$ cat config.mk
export PLATFORM = sky130hd
export DESIGN_NAME = sat_accumulator
export DESIGN_NICKNAME = d
export VERILOG_FILES = /design/src/rtl/sat_accumulator.sv
export SDC_FILE = /design/constraint.sdc
export NUM_CORES = 1
export LEC_CHECK = 0
export ABC_AREA = 1
export CORE_MARGIN = 1.5
export CORE_UTILIZATION = 35
export DETAILED_ROUTE_END_ITERATION = 8
export GPL_TIMING_DRIVEN = 0
export HOLD_SLACK_MARGIN = 0.05
export PLACE_DENSITY_LB_ADDON = 0.2
export RECOVER_POWER = 25
export SYNTH_ARGS = -nofsm -noshare
export SYNTH_HDL_FRONTEND = slang
export SYNTH_SLANG_ARGS = --single-unit
$ cat constraint.sdc
create_clock -name clk -period 3.3 [get_ports clk]
set_input_delay 0.33 -clock clk [delete_from_list [all_inputs] [get_ports clk]]
set_output_delay 0.33 -clock clk [all_outputs]
set_load 0.02 [all_outputs]
$ cat src/rtl/sat_accumulator.sv
// sat_accumulator: streaming saturating accumulator.
// Accepts a burst of 'len' 16-bit two's-complement samples over a
// valid/ready handshake and adds each one into a running total with a
// 16-bit saturating adder. The adder flags from the last accepted sample
// are kept. The overflow flag is sticky for the whole burst. After the burst
// ends, the total and flags stay visible until the next start.

// Combinational 16-bit saturating adder.
// zr reflects the raw wrapped sum, not the clamped one, so two minimum
// negatives give a clamped 0x8000 result with zr set.
module sat_adder (
   input  logic [15:0] in1,
   input  logic [15:0] in2,
   output logic [15:0] out,
   output logic        zr,
   output logic        neg,
   output logic        ov
);

   logic [15:0] raw;

   // Signed overflow occurs only when both operands have the same sign and
   // the wrapped sum has the other sign. The clamp direction follows the
   // operand sign.
   always_comb begin
      raw = in1 + in2;
      ov  = (in1[15] == in2[15]) && (raw[15] != in1[15]);
      if (ov) begin
         out = in1[15] ? 16'h8000 : 16'h7FFF;
      end else begin
         out = raw;
      end
      zr  = (raw == 16'h0000);
      neg = out[15];
   end

endmodule

module sat_accumulator #(
   parameter int CNT_W = 8
) (
   input  logic             clk,
   input  logic             rst,
   input  logic             start,
   input  logic [CNT_W-1:0] len,
   input  logic             in_valid,
   input  logic [15:0]      in_data,
   output logic             in_ready,
   output logic [15:0]      acc_out,
   output logic             zr,
   output logic             neg,
   output logic             ov,
   output logic             busy,
   output logic             done
);

   localparam logic [1:0] IDLE  = 2'd0;
   localparam logic [1:0] ACCUM = 2'd1;
   localparam logic [1:0] DONE  = 2'd2;

   localparam logic [CNT_W-1:0] CNT_ONE = {{(CNT_W-1){1'b0}}, 1'b1};

   logic [1:0]       state;
   logic [CNT_W-1:0] count;
   logic             accept;

   logic [15:0]      sum_out;
   logic             sum_zr;
   logic             sum_neg;
   logic             sum_ov;

   // The adder always sees the current total and the presented sample.
   // Its results are used only on a handshake cycle.
   sat_adder adder (
      .in1 (acc_out),
      .in2 (in_data),
      .out (sum_out),
      .zr  (sum_zr),
      .neg (sum_neg),
      .ov  (sum_ov)
   );

   // Status outputs decode straight from registered state. This keeps
   // in_ready independent of in_valid and makes done a clean one-cycle
   // pulse.
   always_comb begin
      in_ready = (state == ACCUM);
      busy     = (state != IDLE);
      done     = (state == DONE);
      accept   = in_valid && in_ready;
   end

   // Burst control and result registers. start is honoured only in IDLE,
   // so a start while busy neither restarts the burst nor reloads len.
   // A zero-length burst clears the result and goes straight to DONE.
   always_ff @(posedge clk) begin
      if (rst) begin
         state   <= IDLE;
         count   <= '0;
         acc_out <= 16'h0000;
         zr      <= 1'b1;
         neg     <= 1'b0;
         ov      <= 1'b0;
      end else begin
         case (state)
            IDLE: begin
               if (start) begin
                  acc_out <= 16'h0000;
                  zr      <= 1'b1;
                  neg     <= 1'b0;
                  ov      <= 1'b0;
                  count   <= len;
                  state   <= (len != '0) ? ACCUM : DONE;
               end
            end
            ACCUM: begin
               if (accept) begin
                  acc_out <= sum_out;
                  zr      <= sum_zr;
                  neg     <= sum_neg;
                  ov      <= ov | sum_ov;
                  count   <= count - CNT_ONE;
                  if (count == CNT_ONE) begin
                     state <= DONE;
                  end
               end
            end
            DONE: begin
               state <= IDLE;
            end
            default: begin
               state <= IDLE;
            end
         endcase
      end
   end

endmodule

==> results.md <==
- Crit-path max FO: 10
- Critical Path RT: 2.97 ns
- Resized Gates After CTS: 0
- #FFs+latches synth: 28
- Fillers: 690
- Clock network fraction of design power: 23.3%
- Syn Nets: 437
- Die width: 85.0 um
- Non-Filler Instances: 520
- Post-DP HPWL: between 5 and 6 mm
- DRC: 4
- # placed instances: 516
- # setup viols final: 0
- Final wirelength: 6.34 mm
- Sequential power share: slightly below 40%
- Sequential-to-total area share from yosys stat: 23.8%
- # rows: 29
- Reg2reg path depth: 13
- Failing checks: DRC
- Hold path depth: 2
- CTS tree: done
- Core area: 0.00642 mm^2
- Skew final: 0.00701 ns
- Cell variety after synth: 39
- Crit. Startpoint: state[1]
- Total GRT Usage: 17.6%
- Die area: around 0.0072 mm^2
- Area growth syn-to-layout: 26.4%
- ANT nets after route: 0
- Clk Latency, worst-skew pair: 0.28 ns
- Pwr dens: 327 mW/mm^2
- Routability cong.: roughly 0.86
- Max Clk Rate: 434 MHz
- Worst Tran Pin Value: 0.541 ns
- Synth area leaders: dfxtp_1 24%, nand2_1 21%, ha_1 9.0%, nor2_1 7.7%, inv_1 6.2%
- Clock buffer count from CTS: 3
- Initial core utilization: 36.7%
- Clk root buf: clkbuf_8
- CTS H-tree lvls: 1
- Critical path type: reg2out
- First-pass GRT wire length: 10.4 mm
- Footprint of the multi-input gates: 0.00156 mm^2
- Clock tree buffer depth: 2
- VDD IR max: 0.223 mV
- Post-synth top area share: a little under a quarter
- Dpl ws: 0.743 ns
- Hold_sp: rst
- CP Capture Type: output pin
- Final core utilization: 46.3%
- CP startpoint kind: register
- Arrival time at the worst endpoint: 1.98 ns
- Largest net degree at the start of global routing: 16
- Syn_area_per_cell: around 6.0 um^2
- Switching share of power: between 30% and 40%
- I/O pin count: 50
- Die H: 85.0 um
- Max Cap Violations: 0
- Comb power frac: around 37%
- Initial antenna violation count: 0
- Port Buffers: 48
- Flip-flop and latch area: 561 um^2
- Postcts setup bufs: 0
- Vias in the first global route: 2,275
- Worst hold margin: 0.417 ns
- Gate Count Post-Synth: 391
- Setup TNS: 0 ns
- Final slew viol count: 0
- Crit Reg-Reg Startpoint: acc_out[0]
- Internal power: 0.617 mW
- Diode count: 0
- RSZ-0062 raised after global routing: no
- Layout cells sized above 1: around 5%
- Slew margin rel.: between 60% and 70%
- LEAKAGE: 1.45 nW
- Cell Area, Synth: 0.00235 mm^2
- Sink Count: 28
- Cell taking the most area after synthesis: dfxtp_1
- Pre-antenna DRT Iters: 6
- Final hold viol count: 0
- Initial DRC count: between 100 and 150
- Hold-fix buffer count after cts: 0
- Outcome: complete, but fails checks
- Ys Warns: 0
- Worst-path clk slew: between 0.1 and 0.15 ns
- Min-Delay Path Class: in2reg
- WL per Instance: roughly 12 um
- Fin crit share: between 60 and 70%
- Vias per cell: 4.95
- Worst Slack Setup Final: 0.995 ns
- Grt total ovfl: 0
- Psw: 0.357 mW
- Nets@finish: 490
- Final min period: 2.31 ns
- Via count of the routed design: 2,572
layout make-up:
cell class                      instances  share of cell area (%)
Multi-Input combinational cell        310                    52.5
Sequential cell                        28                    18.8
Inverter                               44                    5.64
Clock buffer                            4                    1.85
Buffer                                  9                    1.77
Timing Repair Buffer                   48                    16.1
Tap cell                               77                    3.24
cells in the final DEF, fill, tap and decap left out, drive strengths merged, types with 5 or more instances in the layout:
master and instances:
dfxtp 28, clkdlybuf4s50 45, a31oi 5, nand3 28, nor3 5, inv 44, nor2 51, clkbuf 9
a21oi 29, ha 17, o21ai 15, nand2 139
final timing paths:
path / end / slack (ns)
hold / removal: acc_out[8] / 0.42
hold reg to reg: ov / 0.46
setup reg to reg: zr / 1.15
setup / recovery: in_ready / 0.99
logic make-up (layout without fill, tap and decap cells):
| logic type | after synthesis | in the layout | synth area share, % |
|---|---|---|---|
| buffers and inverters | 53 | 105 | 9.51 |
| AO/OA/AOI/OAI | 55 | 55 | 12.8 |
| AND/OR/NAND/NOR | 234 | 234 | 42.9 |
| flip-flops | 28 | 28 | 23.8 |
| adder cells (fa/ha/maj) | 18 | 18 | 9.88 |
| XOR/XNOR | 3 | 3 | 1.12 |
per-layer routing:
| layer | track usage [%] | up-vias | part of all wire, % |
|---|---|---|---|
| met1 | 23.3 | 1134 | 47 |
| met5 | 0 | - | 0 |
| li1 | - | 1362 | - |
| met2 | 29.4 | 66 | 47 |
| met3 | 3.02 | 10 | 4.9 |
| met4 | 5.22 | 0 | 1.7 |
power groups by stage:
stage               combinational (mW)  sequential (mW)  clock, mW
CTS                              0.370            0.384      0.231
global placement                 0.365            0.391          0
floorplan                        0.237            0.399          0
global route                     0.408            0.387      0.249
finish                           0.364            0.384      0.226
detailed placement               0.368            0.392          0
registers in the layout, indices dropped and copies added, names as in the netlist:
name and flops:
zr 1, acc_out 16, count 8, state 2, ov 1
cell usage after synthesis (all sizes together):
cell and number:
inv 44, nor2 51, a21oi 29, nor3 5, xor2 1, dfxtp 28
ha 17, fa 1, o31a 1, nand3b 3, xnor2 2, o21ai 15
o21bai 1, a22oi 1, nand4 4, nand2 139, a31oi 5, o22ai 1
o211ai 1, or2 3, o21a 1, nand3 28, clkbuf 2, nor4 1
buf 7
per-stage QoR:
step / total power, mW / cell area, um^2
4_1_cts: 0.985 / 2990
5_1_grt: 1.04 / 2980
2_1_floorplan: 0.636 / 2350
3_5_place_dp: 0.760 / 2930
6_report: 0.974 / 2980
3_3_place_gp: 0.756 / 2930
critical path: stages, from the launching register on:
cell and delay, ns:
dfxtp_1 0.34, inv_1 0.06, nand2_1 0.12, clkbuf_1 0.35, inv_1 0.24, clkdlybuf4s50_1 0.59
Power figures use the tool's default switching activity.
